**config.mk**
```make
export PLATFORM = sky130hd
export DESIGN_NAME = fetch_ctrl
export DESIGN_NICKNAME = d
export VERILOG_FILES = /design/src/rtl/rv_fetch_pkg.sv /design/src/rtl/fetch_fifo.sv /design/src/rtl/fetch_ctrl.sv
export SDC_FILE = /design/constraint.sdc
export NUM_CORES = 1
export LEC_CHECK = 0
export CAP_MARGIN = 10
export CORE_UTILIZATION = 50
export CTS_CLUSTER_SIZE = 10
export DETAILED_ROUTE_END_ITERATION = 7
export HOLD_SLACK_MARGIN = 0.1
export PLACE_DENSITY_LB_ADDON = 0.1
export SYNTH_ARGS = -nofsm -noshare
export SYNTH_HDL_FRONTEND = slang
export SYNTH_SLANG_ARGS = --single-unit
```
**constraint.sdc**
```tcl
create_clock -name clk -period 5.26 [get_ports clk]
set_input_delay 1.052 -clock clk [delete_from_list [all_inputs] [get_ports clk]]
set_output_delay 1.052 -clock clk [all_outputs]
set_load 0.005 [all_outputs]
```
**src/rtl/rv_fetch_pkg.sv**
```systemverilog
// Shared definitions for the instruction-fetch front end: FSM states,
// architectural constants and a PC-to-word-index helper.
package rv_fetch_pkg;

  localparam int XLEN = 32;

  // Canonical no-op (addi x0, x0, 0), available to any stage that needs a bubble.
  localparam logic [XLEN-1:0] INSN_NOP = 32'h0000_0013;

  // Byte distance between consecutive 32-bit instructions.
  localparam logic [XLEN-1:0] PC_STEP = 32'd4;

  typedef enum logic [1:0] {
    ST_IDLE  = 2'd0,
    ST_FETCH = 2'd1,
    ST_HALT  = 2'd2
  } fetch_state_e;

  // Word index of a byte PC; the low two bits are dropped.
  function automatic logic [XLEN-1:0] pc_to_word(input logic [XLEN-1:0] pc);
    return pc >> 2;
  endfunction

endpackage

```
**src/rtl/fetch_fifo.sv**
```systemverilog
// Small synchronous fetch buffer holding {pc, inst} pairs. The head is
// visible combinationally so a word pushed at an edge is presented in the
// following cycle. Flush empties the buffer in one edge.
module fetch_fifo
  import rv_fetch_pkg::*;
#(
  parameter int DEPTH = 2,
  parameter int WIDTH = 2 * XLEN,
  localparam int PTR_W = (DEPTH > 1) ? $clog2(DEPTH) : 1,
  localparam int CNT_W = $clog2(DEPTH + 1)
) (
  input  logic             clk,
  input  logic             rst_n_i,
  input  logic             push_i,
  input  logic             pop_i,
  input  logic             flush_i,
  input  logic [WIDTH-1:0] wdata_i,
  output logic [WIDTH-1:0] rdata_o,
  output logic             empty_o,
  output logic [CNT_W-1:0] count_o
);

  logic [WIDTH-1:0] mem_q [DEPTH];
  logic [PTR_W-1:0] wr_ptr_q;
  logic [PTR_W-1:0] rd_ptr_q;
  logic [CNT_W-1:0] count_q;

  // Entry storage; contents need no reset because occupancy is tracked separately.
  always_ff @(posedge clk) begin
    if (push_i && !flush_i) begin
      mem_q[wr_ptr_q] <= wdata_i;
    end
  end

  // Pointers wrap naturally since DEPTH is a power of two; count tracks occupancy.
  always_ff @(posedge clk) begin
    if (!rst_n_i || flush_i) begin
      wr_ptr_q <= '0;
      rd_ptr_q <= '0;
      count_q  <= '0;
    end else begin
      if (push_i) begin
        wr_ptr_q <= wr_ptr_q + PTR_W'(1);
      end
      if (pop_i) begin
        rd_ptr_q <= rd_ptr_q + PTR_W'(1);
      end
      case ({push_i, pop_i})
        2'b10:   count_q <= count_q + CNT_W'(1);
        2'b01:   count_q <= count_q - CNT_W'(1);
        default: count_q <= count_q;
      endcase
    end
  end

  assign rdata_o = mem_q[rd_ptr_q];
  assign empty_o = (count_q == '0);
  assign count_o = count_q;

endmodule

```
**src/rtl/fetch_ctrl.sv**
```systemverilog
// Instruction-fetch sequencer: owns the PC, reads the combinational
// instruction memory, buffers words and hands them to decode. Handles
// branch/jump redirects (with flush) and halts once the PC leaves memory.
module fetch_ctrl
  import rv_fetch_pkg::*;
#(
  parameter logic [31:0] RESET_PC   = 32'h0000_0000,
  parameter int          IMEM_DEPTH = 32,
  parameter int          FIFO_DEPTH = 2
) (
  input  logic        clk,
  input  logic        rst_n,
  output logic [31:0] im_addr,
  output logic        im_en,
  input  logic [31:0] im_data,
  input  logic        redirect_valid,
  input  logic [31:0] redirect_pc,
  output logic        if_valid,
  input  logic        if_ready,
  output logic [31:0] if_inst,
  output logic [31:0] if_pc,
  output logic        halted
);

  localparam int CNT_W = $clog2(FIFO_DEPTH + 1);

  fetch_state_e      state_q;
  logic [XLEN-1:0]   pc_q;
  logic              halted_q;

  logic              fifo_empty;
  logic [CNT_W-1:0]  fifo_count;
  logic [2*XLEN-1:0] fifo_head;
  logic              fifo_full;
  logic              in_range;
  logic              redirect_take;
  logic              pop_req;
  logic              pop;
  logic              push_ok;

  // Redirects are ignored during the single post-reset IDLE cycle.
  assign redirect_take = redirect_valid && (state_q != ST_IDLE);
  assign in_range      = (pc_to_word(pc_q) < XLEN'(IMEM_DEPTH));
  assign fifo_full     = (fifo_count == CNT_W'(FIFO_DEPTH));

  // A full buffer can still accept a word when its head leaves this cycle.
  assign pop_req = !fifo_empty && if_ready;
  assign push_ok = !fifo_full || pop_req;
  // A redirect kills the head handshake: the flushed entry is not consumed.
  assign pop     = pop_req && !redirect_take;

  assign im_en   = (state_q == ST_FETCH) && in_range && push_ok && !redirect_take;
  assign im_addr = (state_q == ST_FETCH) ? pc_to_word(pc_q) : '0;

  assign if_valid = !fifo_empty;
  assign if_inst  = fifo_empty ? '0 : fifo_head[XLEN-1:0];
  assign if_pc    = fifo_empty ? '0 : fifo_head[2*XLEN-1:XLEN];
  assign halted   = halted_q;

  fetch_fifo #(
    .DEPTH (FIFO_DEPTH),
    .WIDTH (2 * XLEN)
  ) u_fifo (
    .clk     (clk),
    .rst_n_i (rst_n),
    .push_i  (im_en),
    .pop_i   (pop),
    .flush_i (redirect_take),
    .wdata_i ({pc_q, im_data}),
    .rdata_o (fifo_head),
    .empty_o (fifo_empty),
    .count_o (fifo_count)
  );

  // Fetch FSM and PC: reset beats redirect, redirect beats normal sequencing.
  always_ff @(posedge clk) begin
    if (!rst_n) begin
      state_q  <= ST_IDLE;
      pc_q     <= RESET_PC;
      halted_q <= 1'b0;
    end else if (redirect_take) begin
      state_q  <= ST_FETCH;
      pc_q     <= redirect_pc & ~32'h3;
      halted_q <= 1'b0;
    end else begin
      case (state_q)
        ST_IDLE: begin
          state_q <= ST_FETCH;
        end
        ST_FETCH: begin
          if (!in_range) begin
            state_q  <= ST_HALT;
            halted_q <= 1'b1;
          end else if (im_en) begin
            pc_q <= pc_q + PC_STEP;
          end
        end
        ST_HALT: begin
          state_q <= ST_HALT;
        end
        default: begin
          state_q <= ST_IDLE;
        end
      endcase
    end
  end

endmodule

```
==> flow_summary_export.csv <==
group,metric,value,unit
clock_network,cts.clk_slew.worst_paths,0.06,ns
placement,dp_hpwl,11300,um
detailed_routing,drc_errors,0,
clock_network,numCtsBuffers,17,
detailed_routing,drt_pass1_iterations,5,
grt,grt_overflow,0,
synth,avgSynthCellArea,12.2,um2
grt,grt_pass1_vias,5077,
grt,grt_pass1_wl,26000,um
finish,nNetsFinal,805,
detailed_routing,wl,16800,um
finish,finish.utilization,0.679,
setup_path,critPathMaxFanout,5,
sta,rsz0062_at_grt,"false",
synth,synthesis.area,7050,um2
setup_path,crit_buf_inv,3,
sta,relSlewSlack,0.272,
placement,dpl-instance-area,8830,um2
setup_path,path_class,"in2out",
finish,drive_gt1_frac,0.0671,
detailed_routing,vias,5207,
setup_path,slowest_delay,0.51,ns
detailed_routing,vias_per_cell,5.63,
floorplan,pin_count,167,
grt,track_usage,0.238,
sta,min_period_over_period,0.781,
grt,antenna_found_initial,0,
synth,syn_inst,579,
floorplan,start_util,0.510,
detailed_routing,post_drt_wl_per_cell,18.2,um
sta,hold_violations,0,
hold_path,hold_depth,2,
grt,use_met3,0.0613,
sta,min_period,4.11,ns
sta,fin_skew,0.00944,ns
setup_path,r2r_end,"u_fifo.mem_q[0][54]",
placement,port_buffers,160,
setup_path,r2r_slack,2.12,ns
finish,antennaDiodeCount,0,
floorplan,die-area,14600,um2
synth,synth.most_common_cell,"edfxtp_1",
sta,fin_tns_setup,0,ns
power_and_ir_drop,p_per_area,465,nW/um2
sta,tightest_slew,1.09,ns
synth,synth_top_area_cell,"edfxtp_1",
hold_path,hp-class,"reg2reg",
sta,fmax,243,MHz
grt,grt_max_degree,63,
floorplan,die_h,121,um
synth,synth_edf_count,124,
setup_path,crit_required,4.21,ns
clock_network,cts_tree,"built",
setup_path,crit-reg2reg-launch,"pc_q[7]",
clock_network,hold_buffers,0,
synth,synth_top_flop_cell,"edfxtp_1",
floorplan,coreArea,13800,um2
synth,synth_common_cells,"124 x edfxtp_1, 85 x nor2_1, 64 x mux2i_1",
setup_path,crit_path_end_kind,"output port",
flow_run,drv_cap,0,
finish,final_cell_area,9390,um2
finish,areaGrowthSynthToFinish,33.2,%
sta,slew_viol_final,0,
sta,setup_viol,0,
detailed_routing,initialDrtViolationCount,538,
clock_network,htree_levels,4,
clock_network,clock_sinks,162,
grt,gr-usage-met2,0.401,
detailed_routing,ant_nets,0,
placement,gp_congestion,0.914,
power_and_ir_drop,p_leak,3.04,nW
synth,synth-seq-cells,162,
synth,synthTopCellsByArea,"edfxtp_1 53%, dfxtp_1 11%, mux2i_1 9.1%",
placement,place_ws,1.15,ns
synth,synthArstFlopShare,0,
floorplan,rows,43,
power_and_ir_drop,vdd_drop_max,0.000332,V
floorplan,die_w,121,um
setup_path,cp_cell_sequence,"clkdlybuf4s50_1, or3b_2, nand4_1, or3_1, inv_1, clkdlybuf4s50_1",
outcome,status,"complete, no violations",
setup_path,setup.worst_path.start_class,"primary input",
synth,ys_warn_count,0,
setup_path,critPathTopFamily,"simple AND/OR/NAND/NOR gates",
grt,met1_usage,0.294,
hold_path,worstHoldStart,"u_fifo.rd_ptr_q",
clock_network,root_buffer,"clkbuf_16",
sta,setup_ws,1.15,ns
setup_path,cp.arrival,3.06,ns
setup_path,r2r_cells,5,
sta,hold_ws,0.506,ns
synth,yosysSeqAreaShare,0.636,
clock_network,post_cts_resized,0,
synth,synth_top_area_frac,0.529,
clock_network,cts_buffer_depth,2,
setup_path,slowest_stage,"or3b_2",
clock_network,cts_setup_buffers,0,
grt,grt-busiest-layer,"met2",
clock_network,clock_latency,0.42,ns
setup_path,cpMostUsedCell,"clkdlybuf4s50_1",
finish,nFillCells,1022,
synth,yosys.cell_types.count,62,
-- cells by family (layout without fill, tap and decap cells) --
family,Yosys count,count (layout),share of synthesized area
buffers and inverters,46,209,0.0270
other,1,4,0.000532
AO/OA/AOI/OAI,68,68,0.0675
adder cells (fa/ha/maj),5,5,0.00888
flip-flops,162,162,0.636
AND/OR/NAND/NOR,226,226,0.159
XOR/XNOR,4,4,0.00497
multiplexers,67,67,0.0957
-- cell usage in the layout, fill, tap and decap left out, drive strengths merged, types with 6 or more instances in the layout --
cell and n:
a21oi 18, mux2i 64, edfxtp 124, o21ai 7, nand3 24, clkdlybuf4s50 160, nand4 8, nor3 9
a31oi 6, nand2 37, dfxtp 38, clkbuf 26, buf 6, nor2 85, and2 28, nor4 8
inv 11, o31ai 11
-- power by group --
group | internal [mW] | switching, mW
logic | 0.553 | 0.758
clock network | 0.698 | 0.448
registers | 1.73 | 0.175
total | 2.98 | 1.38
-- per-layer routing --
| layer | up-vias | share of wire |
|---|---|---|
| met5 | - | 0 |
| met4 | 0 | 0.016 |
| met3 | 25 | 0.072 |
| met2 | 242 | 0.50 |
| met1 | 2499 | 0.41 |
| li1 | 2441 | - |
-- state kept, by name (all words and copies together) (netlist names), named ones only --
name and count:
halted 1, u_fifo.mem_q 124, state_q 2, u_fifo.wr_ptr_q 1
u_fifo.rd_ptr_q 1, pc_q 30, u_fifo.count_o 2
-- tightest hold or removal path, cell delays in order (launching register included) --
cell     delay (ns)
dfxtp_1        0.33
xor2_1         0.08
nor2_1         0.07
-- layout make-up --
class                           instances  area [um2]  area share
Clock buffer                           26         499      0.0532
Clock inverter                          6        55.1     0.00586
Inverter                               11        41.3     0.00440
Multi-Input combinational cell        374        2410       0.256
Sequential cell                       162        4490       0.478
Tap cell                              180         225      0.0240
Timing Repair Buffer                  166        1670       0.178
-- worst max path at each step --
stage | end | depth (start not counted) | startpoint | slack (ns)
2_1_floorplan | u_fifo.mem_q[0][0] | 5 | if_ready | 0.42
3_3_place_gp | im_en | 6 | if_ready | 1.17
3_5_place_dp | im_en | 6 | if_ready | 1.15
4_1_cts | im_en | 6 | if_ready | 1.15
5_1_grt | im_en | 6 | if_ready | 1.07
6_report | im_en | 6 | if_ready | 1.15
-- through the flow --
step / power, mW / instances
floorplan: 2.67 / 582
finish: 4.36 / 925
global placement: 3.19 / 893
global route: 4.59 / 925
CTS: 4.38 / 925
detailed placement: 3.24 / 893
Power figures use the tool's default switching activity.
